File: config.mk
export PLATFORM = sky130hd
export DESIGN_NAME = mem_arbiter
export DESIGN_NICKNAME = d
export VERILOG_FILES = /design/src/rtl/mem_arb_pkg.sv /design/src/rtl/mem_arb_pick.sv /design/src/rtl/mem_arbiter.sv
export SDC_FILE = /design/constraint.sdc
export NUM_CORES = 1
export LEC_CHECK = 0
export ABC_AREA = 1
export BUFFER_PORTS_ARGS = -buffer_cell sky130_fd_sc_hd__buf_4
export CAP_MARGIN = 30
export CORE_MARGIN = 3
export CORE_UTILIZATION = 40
export CTS_CLUSTER_DIAMETER = 120
export DETAILED_ROUTE_END_ITERATION = 6
export PLACE_DENSITY = 0.65
export SKIP_CTS_REPAIR_TIMING = 1
export SLEW_MARGIN = 20
export SYNTH_ARGS = -nofsm -noshare
export SYNTH_HDL_FRONTEND = slang
export SYNTH_SLANG_ARGS = --single-unit
File: constraint.sdc
create_clock -name clk -period 1.4 [get_ports clk]
set_clock_uncertainty 0.2 [all_clocks]
set_input_delay 0.07 -clock clk [delete_from_list [all_inputs] [get_ports clk]]
set_output_delay 0.07 -clock clk [all_outputs]
set_load 0.01 [all_outputs]
File: src/rtl/mem_arb_pkg.sv
// Shared types and constants for the two-port 32-bit to 16-bit SRAM arbiter.
package mem_arb_pkg;

  typedef enum logic [2:0] {
    IDLE     = 3'd0,
    ISSUE_LO = 3'd1,
    WAIT_LO  = 3'd2,
    ISSUE_HI = 3'd3,
    WAIT_HI  = 3'd4,
    RESP     = 3'd5
  } state_t;

  localparam logic PORT_FETCH = 1'b0;
  localparam logic PORT_DATA  = 1'b1;

  // Byte offset of the upper halfword within a word.
  localparam logic [31:0] HALF_HI = 32'd2;

  typedef struct packed {
    logic        owner;
    logic        rw;
    logic [31:0] addr;
    logic [31:0] wdata;
  } xact_t;

endpackage

File: src/rtl/mem_arb_pick.sv
// Round-robin pick between fetch and data ports; ties go to the port that did not win last.
module mem_arb_pick
  import mem_arb_pkg::*;
(
  input  logic i_req,
  input  logic d_req,
  input  logic last_owner,
  output logic gnt_valid,
  output logic gnt_id
);

  assign gnt_valid = i_req | d_req;
  assign gnt_id    = (i_req && d_req) ? ~last_owner : (d_req ? PORT_DATA : PORT_FETCH);

endmodule

File: src/rtl/mem_arbiter.sv
// Serialises fetch and data word requests onto a 16-bit SRAM controller,
// low halfword first, with round-robin arbitration between the two ports.
module mem_arbiter
  import mem_arb_pkg::*;
(
  input  logic        clk,
  input  logic        rst,
  input  logic        i_req,
  input  logic [31:0] i_addr,
  output logic [31:0] i_rdata,
  output logic        i_ack,
  input  logic        d_req,
  input  logic        d_rw,
  input  logic [31:0] d_addr,
  input  logic [31:0] d_wdata,
  output logic [31:0] d_rdata,
  output logic        d_ack,
  output logic        mem_valid,
  output logic        mem_rw,
  output logic [31:0] mem_addr,
  output logic [15:0] mem_dtw,
  input  logic [15:0] mem_dtr,
  input  logic        mem_done
);

  state_t      state;
  xact_t       cur;
  xact_t       win;
  logic        last_owner;
  logic [15:0] rdata_lo;
  logic        gnt_valid;
  logic        gnt_id;

  // Word alignment drops the byte-lane bits of both addresses.
  logic unused_addr_lsbs;
  assign unused_addr_lsbs = ^{i_addr[1:0], d_addr[1:0]};

  mem_arb_pick u_pick (
    .i_req      (i_req),
    .d_req      (d_req),
    .last_owner (last_owner),
    .gnt_valid  (gnt_valid),
    .gnt_id     (gnt_id)
  );

  always_comb begin
    win       = '0;
    win.owner = gnt_id;
    win.rw    = (gnt_id == PORT_DATA) ? d_rw : 1'b0;
    win.addr  = (gnt_id == PORT_DATA) ? {d_addr[31:2], 2'b00} : {i_addr[31:2], 2'b00};
    win.wdata = d_wdata;
  end

  always_ff @(posedge clk) begin
    if (rst) begin
      state      <= IDLE;
      cur        <= '0;
      last_owner <= PORT_FETCH;
      rdata_lo   <= '0;
      mem_valid  <= 1'b0;
      mem_rw     <= 1'b0;
      mem_addr   <= '0;
      mem_dtw    <= '0;
      i_ack      <= 1'b0;
      d_ack      <= 1'b0;
      i_rdata    <= '0;
      d_rdata    <= '0;
    end else begin
      mem_valid <= 1'b0;
      i_ack     <= 1'b0;
      d_ack     <= 1'b0;
      case (state)
        IDLE: if (gnt_valid) begin
          cur       <= win;
          mem_valid <= 1'b1;
          mem_rw    <= win.rw;
          mem_addr  <= win.addr;
          mem_dtw   <= win.wdata[15:0];
          state     <= ISSUE_LO;
        end
        ISSUE_LO: state <= WAIT_LO;
        WAIT_LO: if (mem_done) begin
          if (!cur.rw) rdata_lo <= mem_dtr;
          mem_valid <= 1'b1;
          mem_addr  <= cur.addr + HALF_HI;
          mem_dtw   <= cur.wdata[31:16];
          state     <= ISSUE_HI;
        end
        ISSUE_HI: state <= WAIT_HI;
        WAIT_HI: if (mem_done) begin
          // Ack and read data are registered so they appear together in RESP.
          if (cur.owner == PORT_DATA) begin
            d_ack <= 1'b1;
            if (!cur.rw) d_rdata <= {mem_dtr, rdata_lo};
          end else begin
            i_ack   <= 1'b1;
            i_rdata <= {mem_dtr, rdata_lo};
          end
          state <= RESP;
        end
        RESP: begin
          last_owner <= cur.owner;
          state      <= IDLE;
        end
        default: state <= IDLE;
      endcase
    end
  end

endmodule
==> results.json <==
{
  "cts-htree-levels": 4,
  "clkPwrFrac_pct": 31.0,
  "seq_power_share_pct": 39.7,
  "global_route_wire_length_before_repair_mm": 37.69,
  "fraction_of_layout_instances_using_a_drive_strength_above_1_pct": 24.86,
  "r2r_end": "cur[21]",
  "finalMaxSlewViolations": 0,
  "warnings_from_yosys": 0,
  "pre_cts_slack_ns": -0.2632,
  "antenna_found_initial": 1,
  "cp_data_required_time_ns": 1.55,
  "drcViolationCount": 0,
  "hold_violations": 0,
  "post_synth.cell_area_avg_um2": 6.674,
  "run_status": "finished, violations left",
  "tritoncts.num_buffers": 17,
  "avgRoutedWirePerCell_um": 15.20,
  "worstSetupStartpoint": "state[1]",
  "critPathMaxFanout": 8,
  "post_synth_instance_area_um2": 8109,
  "clock_sinks": 182,
  "area_growth_syn_to_layout_pct": 56.92,
  "worstSetupPathType": "reg -> reg",
  "die_w_um": 148.4,
  "insertion_delay_ns": 0.43,
  "final_common_cell": "nor2_1",
  "port_buffers": 228,
  "multi_input_area_um2": 3899,
  "cts_tree": "yes",
  "drt-vias-per-instance": 4.856,
  "mappedNetlistNets": 1333,
  "number_of_max_cap_violations": 0,
  "power.leakage_uw": 0.006212,
  "synth_top_area_cell": "dfxtp_1",
  "layout.cells.most_common_list": "282 x nor2_1, 252 x nand2_1, 249 x buf_4",
  "synth_area_leaders": "dfxtp_1 45%, nor2_1 13%, nand2_1 12%",
  "first_global_vias": 7585,
  "dp_hpwl_mm": 16.22,
  "fill_cells": 1685,
  "synth.lib_cells_used.distinct": 22,
  "internal-power_uw": 10680,
  "power.share.combinational_pct": 29.3,
  "design.final.nets": 1675,
  "power_density_nw_per_um2": 1218,
  "synth_top_cell_area_share_pct": 44.93,
  "drt_wl_total_mm": 27.90,
  "gp_congestion": 0.8284,
  "gr-usage-all-layers_pct": 20.91,
  "min_period_ns": 1.690,
  "critical_path.reg2reg.startpoint": "state[1]",
  "crit_arrival_ns": 1.84,
  "reg2reg_depth": 8,
  "worst_setup_hold_path_clk_slew_ns": 0.07,
  "reg2reg_slack_ns": -0.29,
  "coreArea_um2": 19720,
  "crit_end": "cur[21]",
  "fin_crit_sh_pct": 120.7,
  "place_inst": 1674,
  "switching_fraction_pct": 31.06,
  "setup_viol": 179,
  "clock_path_buffers": 2,
  "netlist_instances": 1215,
  "final_antenna_net_count": 0,
  "setup_slack_ns": -0.2895,
  "ys_seq_elements": 182,
  "timing.hold.worst.class": "in -> reg",
  "worst_setup_path_end_kind": "flip-flop",
  "starting_density_of_the_core_pct": 41.13,
  "fmaxAchievable_mhz": 591.9,
  "worst_ir_drop_vdd_mv": 0.9012,
  "seq_area_um2": 3652,
  "drtIter0Drc": 502,
  "synth_seq_area_share_pct": 44.93,
  "post_layout_nonfiller_instances": 1835,
  "largest_net_degree_at_the_start_of_global_routing": 67,
  "power.switching_uw": 4814,
  "start_kind": "flip-flop",
  "drt_pre_antenna_iters": 7,
  "fp-row-count": 51,
  "ios": 234,
  "clock-root-buffer": "clkbuf_16",
  "grt_overflow_total": 0,
  "rsz_0062_raised_after_global_routing": "true",
  "violations": "negative setup slack",
  "setup_tns_ns": -28.01,
  "vias": 8910,
  "die_h_um": 148.4,
  "die_area_um2": 22020
}
==> cell type report <==
type	instances	area share [%]
well taps	265	2.606
diodes	1	0.01967
inverters	125	3.864
flip-flops and latches	182	28.70
clock inverters	10	0.9538
clock buffers	21	3.618
multi-input cells	828	30.64
repair buffers	403	29.60
==> how the worst min path moves through the flow <==
stage | start | end | slack [ns] | cells after the start
6_report | rst | cur[31] | 0.02 | 6
3_5_place_dp | d_wdata[19] | cur[19] | 0.08 | 3
5_1_grt | rst | cur[28] | 0.02 | 6
4_1_cts | d_wdata[19] | cur[19] | -0.36 | 3
3_3_place_gp | d_wdata[20] | cur[20] | 0.07 | 3
2_1_floorplan | rst | state[2] | -0.07 | 1
==> kinds of logic after synthesis <==
group,synth area share [%]
AO/OA/AOI/OAI,5.369
buffers and inverters,10.31
flip-flops,44.93
other,0.04624
AND/OR/NAND/NOR,39.35
==> sequential cells by signal, summed over array words and instances, names as in the netlist, 3 cells and up <==
register / count
d_rdata: 32
rdata_lo: 16
cur: 48
i_rdata: 32
mem_addr: 31
mem_dtw: 16
state: 3
==> through the flow <==
step | cell area [µm²] | hold WS [ns] | total power [µW] | utilization (%)
2_1_floorplan | 8133 | -0.06835 | 8304 | -
3_3_place_gp | 10360 | 0.07138 | 9900 | 52.54
3_5_place_dp | 10360 | 0.07799 | 9952 | 52.54
4_1_cts | 10940 | -0.3648 | 14720 | 55.49
5_1_grt | 12720 | 0.02185 | 16300 | 64.53
6_report | 12720 | 0.02102 | 15500 | 64.53
==> per-layer routing <==
| layer | vias up | routed length, µm | track usage (%) | share of wire [%] |
|---|---|---|---|---|
| met5 | - | 0 | 0 | 0 |
| li1 | 4475 | - | - | - |
| met1 | 4067 | 11670 | 27.16 | 42 |
| met2 | 309 | 13980 | 35.05 | 50 |
| met3 | 59 | 1496 | 4.144 | 5.4 |
| met4 | 0 | 752 | 6.882 | 2.7 |
==> cells in the mapped netlist (all sizes together) <==
cell type  count
nor2         290
nand2        271
dfxtp        182
inv          125
nand3         97
o21ai         83
buf           49
nand3b        46
nand4         34
clkbuf        31
a21oi          4
conb           1
nor3           1
nor4           1
==> power groups by stage <==
stage	logic [µW]	registers, µW	clock network (µW)
after floorplan	2000	6310	0
after CTS	3720	6130	4860
after detailed placement	3710	6240	0
final	4540	6150	4800
after global routing	4990	6210	5100
after global placement	3660	6240	0
==> worst max-delay path, cell delays in order (launching register included) <==
cell       delay [ns]
dfxtp_4          0.36
nor2_4           0.19
nand3_4          0.11
buf_6            0.14
nor2_4           0.12
buf_12           0.16
clkbuf_16        0.17
nand2_2          0.06
o21ai_1          0.10
No activity file was read; power rests on OpenSTA's default activity.
